File: config.mk
export PLATFORM = sky130hd
export DESIGN_NAME = mrd_mem_stat_gen
export DESIGN_NICKNAME = d
export VERILOG_FILES = /design/src/rtl/mrd_mem_stat_gen.sv
export SDC_FILE = /design/constraint.sdc
export NUM_CORES = 1
export LEC_CHECK = 0
export CAP_MARGIN = 20
export CORE_MARGIN = 3
export CORE_UTILIZATION = 45
export CTS_CLUSTER_SIZE = 28
export DETAILED_ROUTE_END_ITERATION = 10
export PLACE_DENSITY = 0.73
export SYNTH_ARGS = -nofsm -noshare
export SYNTH_HDL_FRONTEND = slang
export SYNTH_SLANG_ARGS = --single-unit
export TNS_END_PERCENT = 1
File: constraint.sdc
create_clock -name clk -period 4.1 [get_ports clk]
set_clock_uncertainty 0.1 [all_clocks]
set_input_delay 0.41 -clock clk [delete_from_list [all_inputs] [get_ports clk]]
set_output_delay 0.41 -clock clk [all_outputs]
set_load 0.01 [all_outputs]
File: src/rtl/mrd_mem_stat_gen.sv
// Per-memory sequencer for one ping-pong buffer: sink, per-stage read/write
// passes, then source. Generates the status flags consumed by the top control FSM.
module mrd_mem_stat_gen #(
    parameter int unsigned MEM_ID  = 0,
    parameter int unsigned MAX_PTS = 1200,
    parameter int unsigned MIN_PTS = 12
) (
    input  logic        clk,
    input  logic        rst,
    input  logic        sw_in,
    input  logic [2:0]  NumOfFactors,
    input  logic        in_valid,
    input  logic        in_sop,
    input  logic        in_eop,
    input  logic [11:0] in_dftpts,
    input  logic        wr_valid,
    input  logic        out_ready,
    output logic        in_ready,
    output logic        sink_sop,
    output logic [11:0] dftpts,
    output logic        sink_ongoing,
    output logic        rd_ongoing,
    output logic        wr_ongoing,
    output logic        source_ongoing,
    output logic        source_start,
    output logic        source_end,
    output logic [2:0]  current_stage,
    output logic [11:0] addr,
    output logic        out_valid,
    output logic        out_sop,
    output logic        out_eop,
    output logic        frame_err
);

    typedef enum logic [2:0] {S_IDLE, S_SINK, S_RD, S_WR, S_SRC} state_t;

    localparam logic [11:0] LP_MIN = 12'(MIN_PTS);
    localparam logic [11:0] LP_MAX = 12'(MAX_PTS);
    localparam logic        LP_SEL = 1'(MEM_ID);

    state_t      r_state, w_state_nx;
    logic [11:0] r_addr, w_addr_nx;
    logic [11:0] r_dftpts, w_dftpts_nx;
    logic [2:0]  r_stage, w_stage_nx;
    logic [2:0]  r_nf, w_nf_nx;
    logic        w_sink_sop, w_frame_err, w_src_start, w_src_end;
    logic        w_last, w_len_ok, w_sel;

    assign w_last   = (r_addr == r_dftpts - 12'd1);
    assign w_len_ok = (in_dftpts >= LP_MIN) && (in_dftpts <= LP_MAX);
    assign w_sel    = (sw_in == LP_SEL);

    assign dftpts        = r_dftpts;
    assign addr          = r_addr;
    assign current_stage = r_stage;

    always_comb begin
        w_state_nx  = r_state;
        w_addr_nx   = r_addr;
        w_dftpts_nx = r_dftpts;
        w_stage_nx  = r_stage;
        w_nf_nx     = r_nf;
        w_sink_sop  = 1'b0;
        w_frame_err = 1'b0;
        w_src_start = 1'b0;
        w_src_end   = 1'b0;
        case (r_state)
            S_IDLE: begin
                if (in_valid && in_sop && in_ready) begin
                    if (w_len_ok) begin
                        // the sop beat itself is sample 0
                        w_dftpts_nx = in_dftpts;
                        w_nf_nx     = (NumOfFactors == 3'd0) ? 3'd1 : NumOfFactors;
                        w_sink_sop  = 1'b1;
                        w_addr_nx   = 12'd1;
                        w_state_nx  = S_SINK;
                    end else begin
                        w_frame_err = 1'b1;
                    end
                end
            end
            S_SINK: begin
                if (in_valid) begin
                    if (w_last) begin
                        w_state_nx = S_RD;
                        w_addr_nx  = '0;
                        w_stage_nx = '0;
                    end else if (in_eop) begin
                        w_frame_err = 1'b1;
                        w_state_nx  = S_IDLE;
                        w_addr_nx   = '0;
                    end else begin
                        w_addr_nx = r_addr + 12'd1;
                    end
                end
            end
            S_RD: begin
                if (w_last) begin
                    w_state_nx = S_WR;
                    w_addr_nx  = '0;
                end else begin
                    w_addr_nx = r_addr + 12'd1;
                end
            end
            S_WR: begin
                if (wr_valid) begin
                    if (w_last) begin
                        w_addr_nx = '0;
                        if (r_stage == r_nf - 3'd1) begin
                            w_state_nx  = S_SRC;
                            w_src_start = 1'b1;
                        end else begin
                            w_stage_nx = r_stage + 3'd1;
                            w_state_nx = S_RD;
                        end
                    end else begin
                        w_addr_nx = r_addr + 12'd1;
                    end
                end
            end
            S_SRC: begin
                if (out_ready) begin
                    if (w_last) begin
                        w_src_end  = 1'b1;
                        w_state_nx = S_IDLE;
                        w_addr_nx  = '0;
                    end else begin
                        w_addr_nx = r_addr + 12'd1;
                    end
                end
            end
            default: w_state_nx = S_IDLE;
        endcase
    end

    // Status outputs decode the next state so they line up with the state register.
    always_ff @(posedge clk or posedge rst) begin
        if (rst) begin
            r_state        <= S_IDLE;
            r_addr         <= '0;
            r_dftpts       <= '0;
            r_stage        <= '0;
            r_nf           <= '0;
            in_ready       <= 1'b0;
            sink_sop       <= 1'b0;
            frame_err      <= 1'b0;
            source_start   <= 1'b0;
            source_end     <= 1'b0;
            sink_ongoing   <= 1'b0;
            rd_ongoing     <= 1'b0;
            wr_ongoing     <= 1'b0;
            source_ongoing <= 1'b0;
            out_valid      <= 1'b0;
            out_sop        <= 1'b0;
            out_eop        <= 1'b0;
        end else begin
            r_state        <= w_state_nx;
            r_addr         <= w_addr_nx;
            r_dftpts       <= w_dftpts_nx;
            r_stage        <= w_stage_nx;
            r_nf           <= w_nf_nx;
            in_ready       <= (w_state_nx == S_SINK) || ((w_state_nx == S_IDLE) && w_sel);
            sink_sop       <= w_sink_sop;
            frame_err      <= w_frame_err;
            source_start   <= w_src_start;
            source_end     <= w_src_end;
            sink_ongoing   <= (w_state_nx == S_SINK);
            rd_ongoing     <= (w_state_nx == S_RD);
            wr_ongoing     <= (w_state_nx == S_WR);
            source_ongoing <= (w_state_nx == S_SRC);
            out_valid      <= (w_state_nx == S_SRC);
            out_sop        <= (w_state_nx == S_SRC) && (w_addr_nx == 12'd0);
            out_eop        <= (w_state_nx == S_SRC) && (w_addr_nx == w_dftpts_nx - 12'd1);
        end
    end

endmodule

==> run metrics, run 1 <==
min Tclk post-route 3.74 ns; most frequent cells in the layout clkdlybuf4s50_1, dfrtp_1, nand2_1; Comb power frac about 57%; CP Max Fanout 10; relative slew slack between 60% and 70%; FP Rows 30; via count 3,107; Non-Filler Instances 531; Vias/cell 5.85; unique cell type count in the Yosys netlist 62; io pins 62; final wirelength approximately 9.5 mm; highest clock rate 268 MHz; max-slew violation count 0; total CTS buffers 5; count of input and output buffers 61; initial antenna violation count 0; Sw Pwr 1.15 mW; Final ANT Viol Nets 0; largest net degree at the start of global routing 45; gr usage total between 20% and 30%; register area share after synthesis about a third; Req. time, crit path 4.20 ns; WL/cell ~18 um; fillcell total 620; gr ovfl total 0; cells after synthesis 374; crit path DAT 3.83 ns; Post-Syn Nets roughly 400; dpl hpwl 7.35 mm; H-tree Lvls 2; power per cell area ~630 mW/mm^2; ratio of cells with drive above 1 in the final layout under 10%; clock share of power between 10 and 15%; synth warn 0; Hold Path Class reg -> reg; dpl cells between 500 and 600; DR iter-0 viols 224; Worst setup EP type flip-flop; ANT cells 0; dpl ws 0.294 ns; critical path class reg -> reg; CTS Sinks 44; Synth Flop Type dfrtp_1; Core ar. around 0.007 mm^2; Area growth, synth to finish 25.8%; async set-or-reset flop fraction in the synthesized netlist between 90% and 100%; starting density of the core approximately 47%; commonest non-fill, non-tap cell in the layout clkdlybuf4s50_1; Root Driver clkbuf_8; status finished clean; vias in the first global route roughly 3,200; setup ws final ~0.36 ns; Peak VDD IR approximately 0.25 mV; Int Power roughly 1.4 mW; Worst Max-Slew Pin Slew ~0.57 ns; drt first pass iters 5; Post-synth EDFFs 0; first-pass GRT wire length between 15 and 20 mm; final-report setup violation count 0; Die Height roughly 91 um; Die ar. 0.00829 mm^2; Yosys reg bits between 40 and 50; Sw Share between 40 and 50%; clock buffer depth 2; RD Place Congestion between 0.9 and 1; fin crit share 91.1%; max cap viols 0; Leakage 1.68 nW; TritonCTS clock tree yes; Reg power frac 28.9%; CP Launch Type flip-flop; clk slew on worst S/H paths ~0.090 ns; Layout Nets 462; Mapped Area ~0.0033 mm^2; Avg Cell Area, Syn approximately 8.7 um^2; DIE WIDTH 91.0 um; DR DRC count 0; final hold violations 0; clk_lat worst skew around 0.30 ns
[cells by family (layout without fill, tap and decap cells)]
group,count (synthesis),count (layout),share of synthesized area (%)
and+or+nand+nor,148,148,26.3
buffers and inverters,44,105,6.46
adders and majority gates,5,5,1.92
xor gates and xnor gates,32,32,8.61
AOI/OAI and AO/OA,87,87,18.3
DFF,44,44,33.8
muxes,14,14,4.50
[cells in the mapped netlist (all sizes together) (6+ instances only)]
master | instances | area (um^2)
a21o | 7 | 53.8
a21oi | 20 | 100
and3 | 9 | 56.3
buf | 9 | 72.6
clkbuf | 10 | 43.8
dfrtp | 44 | 1100
inv | 25 | 93.8
mux2i | 9 | 90.1
nand2 | 27 | 101
nand2b | 9 | 56.3
nand3 | 11 | 55.1
nand4 | 7 | 43.8
nor2 | 25 | 93.8
nor2b | 8 | 50.1
nor3 | 17 | 95.1
nor4 | 13 | 81.3
o21ai | 24 | 120
xnor2 | 26 | 228
xor2 | 6 | 52.6
[what timing repair did]
action / CTS / global route
endpoints found under the setup margin: 0 / 1
hold buffers: 0 / 0
resized for setup: 0 / 2
setup buffers: 0 / 1
[worst max-delay path, cell delays in order (launching register included)]
cell and delay (ns):
dfrtp_1 0.45, inv_1 0.13, ha_1 0.22, nor4b_4 0.33, a31oi_1 0.18, nor4_2 0.40
nand4bb_4 0.19, o31a_1 0.44, o21ai_0 0.21, nand3_1 0.16, a2111oi_2 0.41, o22ai_1 0.18
a2111oi_2 0.22
[sequential cells by signal, summed over array words and instances (netlist names), 3 cells and up]
name and flops:
r_state 3, current_stage 3, r_nf 3, addr 12, dftpts 12
[path summary, 6_finish.rpt]
kind / start / to / slack, ns / cells past startpoint
setup reg to reg: dftpts[1]$_DFF_PP0_ / out_eop$_DFF_PP0_ / 0.36 / 12
setup / recovery: dftpts[1]$_DFF_PP0_ / out_eop$_DFF_PP0_ / 0.36 / 12
hold / removal: r_nf[2]$_DFFE_PP0P_ / r_nf[2]$_DFFE_PP0P_ / 0.44 / 1
max in group asynchronous: rst / current_stage[1]$_DFFE_PP0P_ / 3.05 / 3
min in group asynchronous: rst / out_eop$_DFF_PP0_ / 0.46 / 3
hold reg to reg: r_nf[2]$_DFFE_PP0P_ / r_nf[2]$_DFFE_PP0P_ / 0.44 / 1
[power by group through the flow]
stage          registers [mW]  clock network [mW]  logic (mW)
2_1_floorplan           0.676                   0        1.05
3_3_place_gp            0.744                   0        1.41
3_5_place_dp            0.748                   0        1.43
4_1_cts                 0.741               0.380        1.44
5_1_grt                 0.765               0.401        1.60
6_report                0.747               0.370        1.47
[metrics by stage]
stage                     hold slack [ns]  setup TNS [ns]  power, mW  util (%)  instance area (um^2)
after global routing                0.468        -0.00850       2.77      59.3                  4090
final                               0.440               0       2.58      59.3                  4090
after CTS                           0.442               0       2.56      59.0                  4070
after detailed placement            0.421               0       2.18      57.2                  3950
after floorplan                     0.402               0       1.73         -                  3250
after global placement              0.417               0       2.15      57.2                  3950
[routing by layer]
metal | routed length (um) | part of all wire (%) | global-route usage [%]
met1 | 4150 | 44 | 31.9
met2 | 4650 | 49 | 38.9
met3 | 598 | 6.3 | 3.98
met4 | 120 | 1.3 | 5.40
met5 | 0 | 0 | 0
[layout make-up]
class                      instances  area [um^2]  area share (%)
clock inverter                     1         30.0           0.734
sequential                        44         1100            26.9
clock buffer                       7         96.3            2.35
tap                               96          120            2.93
timing repair buffer              72          693            16.9
multi-input combinational        286         1960            47.8
inverter                          25         93.8            2.29
Power figures use the tool's default switching activity.
==> inputs of run 2 (changes only) <==
--- a/config.mk
+++ b/config.mk
@@ -7,10 +7,10 @@
 export LEC_CHECK = 0
 export CAP_MARGIN = 20
 export CORE_MARGIN = 3
-export CORE_UTILIZATION = 45
+export CORE_UTILIZATION = 53
 export CTS_CLUSTER_SIZE = 28
 export DETAILED_ROUTE_END_ITERATION = 10
-export PLACE_DENSITY = 0.73
+export PLACE_DENSITY = 0.83
 export SYNTH_ARGS = -nofsm -noshare
 export SYNTH_HDL_FRONTEND = slang
 export SYNTH_SLANG_ARGS = --single-unit
==> run 2 against run 1 <==
Net effect:
- die area decreased by 14%
- combinational power about the same
- global-route usage up 2.8 points
- register-to-register slack got worse by 0.11 ns
- clock power is 11% lower
- final cell count fell by 4.7%
- count of clock-buffer cells in the layout fell by 1
- utilization up 11 points
- sequential share of layout area up 0.45 points
- critical path depth decreased by 2
- via count rose by 0.48%
- critical path type unchanged
==> run metrics, run 2 (same netlist as run 1, synthesis figures left out) <==
status finished clean; ratio of cells with drive above 1 in the final layout 8.99% (-0.90 points); routed wl met2 4.29 mm (-7.7%); FP Rows 27 (-10%); via count 3,122 (+0.48%); Root Driver clkbuf_8; DIE WIDTH 84.4 um (-7.3%); critical path class reg -> reg; drt first pass iters 4 (-1); largest net degree at the start of global routing 45 (unchanged); setup TNS 0 ns (unchanged); power per cell area 626 mW/mm^2 (-0.78%); Worst Path Buf+Inv 0 (-1); clk slew on worst S/H paths 0.09 ns (about the same); Layout Nets 461 (-0.22%); slowest stage delay, CP 0.52 ns (+0.07 ns); total CTS buffers 5 (unchanged); fillcell total 446 (-28%); CP top delay family compound AO/OA/AOI/OAI gates; dpl hpwl 7.33 mm (-0.22%); Final Power 2.52 mW (-2.4%); reg2reg start dftpts[6]$_DFF_PP0_; highest clock rate 260 MHz (-2.9%); crit path DAT 3.94 ns (+0.11 ns); DR iter-0 viols 246 (+9.8%); Worst R2R Setup Slack 0.25 ns (-0.11 ns); Setup crit end out_eop$_DFF_PP0_; count of input and output buffers 61 (unchanged); vias in the first global route 3,048 (-3.4%); Critical Path Slowest Stage Cell o31a_1; Die Height 84.4 um (-7.3%); RSZ-0062 raised after global routing no; CP most frequent cell o21ai_0; crit path launch dftpts[6]$_DFF_PP0_; hold slack 0.456 ns (+0.0155 ns); starting density of the core 57.0% (+9.9 points); WL/cell 18.4 um (+2.5%); ANT cells 0 (unchanged); clock buffer depth 2 (unchanged); gr usage total 26.3% (+2.8 points); top sig layer met4; Die ar. 0.00712 mm^2 (-14%); Peak VDD IR 0.365 mV (+47%); DR DRC count 0 (unchanged); cts repair resizes 0 (unchanged); Int Power 1.38 mW (-3.8%); met3 routed WL 732 um (+22%); max cap viols 0 (unchanged); commonest non-fill, non-tap cell in the layout clkdlybuf4s50_1; gr ovfl total 0 (unchanged); postcts setup bufs 0 (unchanged); initial antenna violation count 0 (unchanged); Vias/cell 6.17 (+5.4%); max-slew violation count 0 (unchanged); Final ANT Viol Nets 0 (unchanged); clk_lat worst skew 0.30 ns (about the same); CP Launch Type flip-flop; fin crit share 93.9% (+2.8 points); TritonCTS clock tree yes; Area growth, synth to finish 23.7%; Worst Max-Slew Pin Slew 0.562 ns (-0.00849 ns); relative slew slack 62.3% (+0.40 points); final wirelength 9.31 mm (-2.3%); RR Endpoint out_eop$_DFF_PP0_; Comb power frac 58.7% (+1.9 points); RD Place Congestion 0.896 (-2.9%); first-pass GRT wire length 15.0 mm (-6.5%); Worst Reg-to-Reg Cells 10 (-2); CTS Sinks 44 (unchanged); Cell Chain, Critical Path or4_4 > nor3_1 > o21ai_0 > o211ai_1 > o31a_1 > o21ai_0 > and3_1 > nor4_1 > nand4_1 > a2111oi_2; CP Max Fanout 10 (unchanged); Core ar. 0.00571 mm^2 (-17%); most frequent cells in the layout clkdlybuf4s50_1, dfrtp_1, nand2_1; io pins 62 (unchanged); Reg power frac 28.2% (-0.7 points); Worst setup EP type flip-flop; Req. time, crit path 4.19 ns (about the same); Sw Pwr 1.15 mW (-0.66%); min Tclk post-route 3.85 ns (+0.113 ns); Crit. path cell count 10 (-2); final-report setup violation count 0 (unchanged); Leakage 1.67 nW (-0.91%); H-tree Lvls 2 (unchanged); hold_buf cts 0 (unchanged); Hold Path Class in -> async; final hold violations 0 (unchanged); Sw Share 45.4% (+0.80 points); met1 WL 4.11 mm (-1.2%); clock share of power 13.1% (-1.2 points)
## run 2: changes by cell type in the layout (fill, tap and decap cells not counted), sizes merged
cell	delta
clkinv	+1
buf	-1
clkbuf	-1
## run 2: worst min-delay path by stage
stage | from | endpoint | slack, ns | depth (start not counted)
after floorplan | r_nf[2]$_DFFE_PP0P_ | r_nf[2]$_DFFE_PP0P_ | 0.40 | 1
after global placement | r_nf[2]$_DFFE_PP0P_ | r_nf[2]$_DFFE_PP0P_ | 0.42 | 1
after detailed placement | r_nf[1]$_DFFE_PP0P_ | r_nf[1]$_DFFE_PP0P_ | 0.44 | 2
after CTS | r_nf[1]$_DFFE_PP0P_ | r_nf[1]$_DFFE_PP0P_ | 0.46 | 2
after global routing | r_nf[2]$_DFFE_PP0P_ | r_nf[2]$_DFFE_PP0P_ | 0.49 | 1
final | rst | r_nf[2]$_DFFE_PP0P_ | 0.46 | 3
## run 2: cell type report
| cell class | count | area [um^2] | area share (%) |
|---|---|---|---|
| Multi-Input combinational cell | 286 | 1950 | 48.4 |
| Sequential cell | 44 | 1100 | 27.4 |
| Tap cell | 72 | 90.1 | 2.24 |
| Clock buffer | 6 | 72.6 | 1.80 |
| Clock inverter | 2 | 35.0 | 0.870 |
| Inverter | 25 | 93.8 | 2.33 |
| Timing Repair Buffer | 71 | 686 | 17.0 |
## run 2: power by group through the flow
stage	clock (mW)	sequential (mW)	combinational, mW
2_1_floorplan	0	0.676	1.05
3_3_place_gp	0	0.709	1.41
3_5_place_dp	0	0.713	1.45
4_1_cts	0.335	0.706	1.46
5_1_grt	0.351	0.729	1.59
6_report	0.331	0.710	1.48
## run 2: per-stage QoR
stage	util (%)	cell area, um^2	setup slack [ns]	std cells
floorplan	-	3250	0.404	374
global placement	68.6	3920	0.267	498
detailed placement	68.6	3920	0.164	498
CTS	70.5	4030	0.324	506
global route	70.5	4030	0.00589	506
finish	70.5	4030	0.250	506
## run 2: layer usage
metal	up-vias	track usage, %
met5	-	0
met4	0	8.49
met3	15	4.61
met2	149	42.3
met1	1489	36.1
li1	1469	-
## run 2: tightest hold or removal path, cell delays in order
cell	delay, ns
clkdlybuf4s50_1	0.40
clkinv_1	0.04
buf_4	0.47
==> inputs of run 3 (changes only) <==
--- a/config.mk
+++ b/config.mk
@@ -6,7 +6,6 @@
 export NUM_CORES = 1
 export LEC_CHECK = 0
 export CAP_MARGIN = 20
-export CORE_MARGIN = 3
 export CORE_UTILIZATION = 53
 export CTS_CLUSTER_SIZE = 28
 export DETAILED_ROUTE_END_ITERATION = 10
==> run 3 against run 2 <==
Net effect:
- cell area is 0.65% higher
- power is 0.21% higher
- clock power up 4%
- final cell count increased by 0.99%
- critical path type unchanged
- count of clock-buffer cells in the layout shrank 1
- non-clock buffer count rose by 2
==> run metrics, run 3 (same netlist as run 1, synthesis figures left out) <==
status finished clean; Leakage 1.68 nW (+0.58%); commonest non-fill, non-tap cell in the layout clkdlybuf4s50_1; hold_buf cts 0 (unchanged); gr ovfl total 0 (unchanged); clk slew on worst S/H paths 0.09 ns (about the same); gr usage total 29.9% (+3.6 points); min Tclk post-route 3.81 ns (-0.0417 ns); clock share of power 13.6% (+0.5 points); Reg power frac 28.4% (+0.2 points); Cell Chain, Critical Path inv_1 > ha_1 > nor4b_4 > a31oi_1 > nor4_1 > nand4bb_4 > o31a_1 > o21ai_0 > nand3_1 > a2111oi_2 > o22ai_1 > a2111oi_2; power per cell area 624 mW/mm^2 (-0.44%); final instance area 0.00405 mm^2 (+0.65%); Layout Nets 463 (+0.43%); CP most frequent cell a2111oi_2; Req. time, crit path 4.20 ns (about the same); Final ANT Viol Nets 0 (unchanged); Area growth, synth to finish 24.5%; Int Power 1.38 mW (+0.67%); critical path class reg -> reg; initial antenna violation count 0 (unchanged); postcts setup bufs 0 (unchanged); crit path DAT 3.90 ns (-0.04 ns); WL/cell 17.5 um (-4.8%); io pins 62 (unchanged); RD Place Congestion 0.918 (+2.4%); slowest stage delay, CP 0.47 ns (-0.05 ns); Worst Reg-to-Reg Cells 12 (+2); CTS Sinks 44 (unchanged); TritonCTS clock tree yes; CP top delay family compound AO/OA/AOI/OAI gates; clk_lat worst skew 0.30 ns (about the same); fin crit share 92.9% (-1.0 points); CP Launch Type flip-flop; Peak VDD IR 0.384 mV (+5.4%); Setup crit end out_eop$_DFF_PP0_; final-report setup violation count 0 (unchanged); reg2reg start dftpts[0]$_DFF_PP0_; Worst Path Buf+Inv 1 (+1); setup TNS 0 ns (unchanged); hold slack 0.455 ns (-0.000782 ns); Vias/cell 6.11 (-0.95%); relative slew slack 62.0% (-0.35 points); Crit. path cell count 12 (+2); largest net degree at the start of global routing 45 (unchanged); DR DRC count 0 (unchanged); max cap viols 0 (unchanged); drt first pass iters 5 (+1); Root Driver clkbuf_8; ANT cells 0 (unchanged); via count 3,123 (+0.032%); first-pass GRT wire length 14.5 mm (-2.9%); most frequent cells in the layout clkdlybuf4s50_1, dfrtp_1, nand2_1; Sw Share 45.2% (-0.25 points); total CTS buffers 5 (unchanged); Core ar. 0.00592 mm^2 (+3.7%); Worst R2R Setup Slack 0.29 ns (+0.04 ns); ratio of cells with drive above 1 in the final layout 9.63% (+0.65 points); Comb power frac 58.1% (-0.6 points); Worst Max-Slew Pin Slew 0.568 ns (+0.00519 ns); DIE WIDTH 80.4 um (-4.7%); H-tree Lvls 2 (unchanged); FP Rows 28 (+3.7%); clock buffer depth 2 (unchanged); starting density of the core 55.0% (-2.0 points); dpl hpwl 6.95 mm (-5.2%); Critical Path Slowest Stage Cell dfrtp_1; Die ar. 0.00646 mm^2 (-9.3%); RR Endpoint out_eop$_DFF_PP0_; max-slew violation count 0 (unchanged); count of input and output buffers 61 (unchanged); Hold Path Class reg -> reg; crit path launch dftpts[0]$_DFF_PP0_; CP Max Fanout 10 (unchanged); DR iter-0 viols 195 (-21%); Die Height 80.4 um (-4.7%); vias in the first global route 2,890 (-5.2%); dpl cell area 0.00394 mm^2 (+0.48%); RSZ-0062 raised after global routing no; Worst setup EP type flip-flop; cts repair resizes 0 (unchanged); final hold violations 0 (unchanged); Sw Pwr 1.14 mW (-0.33%); final wirelength 8.94 mm (-3.9%); highest clock rate 263 MHz (+1.1%)
-- run 3: how the worst min path moves through the flow --
stage	start	end	depth (start not counted)
after floorplan	r_nf[2]$_DFFE_PP0P_	r_nf[2]$_DFFE_PP0P_	1
after global placement	r_nf[2]$_DFFE_PP0P_	r_nf[2]$_DFFE_PP0P_	1
after detailed placement	r_nf[2]$_DFFE_PP0P_	r_nf[2]$_DFFE_PP0P_	1
after CTS	r_nf[2]$_DFFE_PP0P_	r_nf[2]$_DFFE_PP0P_	1
after global routing	r_nf[2]$_DFFE_PP0P_	r_nf[2]$_DFFE_PP0P_	1
final	r_nf[2]$_DFFE_PP0P_	r_nf[2]$_DFFE_PP0P_	1
-- run 3: routing by layer --
metal	vias up	global-route usage (%)	part of all wire (%)	wire length, um
li1	1476	-	-	-
met1	1497	44.3	46	4070
met2	127	43.6	45	4020
met3	23	4.09	6.5	584
met4	0	11.3	3.0	265
met5	-	0	0	0
-- run 3: per-stage QoR --
stage                     setup slack [ns]  total power [mW]  utilization (%)  instances
final                                0.292              2.53             68.4        511
after global placement               0.417              2.13             66.5        503
after global routing                0.0759              2.69             68.4        511
after CTS                            0.313              2.51             68.4        511
after detailed placement             0.345              2.15             66.5        503
after floorplan                      0.404              1.73                -        374
-- run 3: cell type report --
| type | instances | area [um^2] |
|---|---|---|
| clock inverters | 3 | 46.3 |
| flip-flops and latches | 44 | 1100 |
| inverters | 25 | 93.8 |
| clock buffers | 5 | 68.8 |
| well taps | 75 | 93.8 |
| fillers | 481 | 1870 |
| multi-input cells | 286 | 1950 |
| repair buffers | 73 | 701 |
-- run 3: power by group through the flow --
stage | sequential, mW | clock, mW | combinational (mW)
CTS | 0.709 | 0.347 | 1.45
finish | 0.717 | 0.343 | 1.47
floorplan | 0.676 | 0 | 1.05
global route | 0.731 | 0.365 | 1.60
detailed placement | 0.717 | 0 | 1.44
global placement | 0.718 | 0 | 1.41
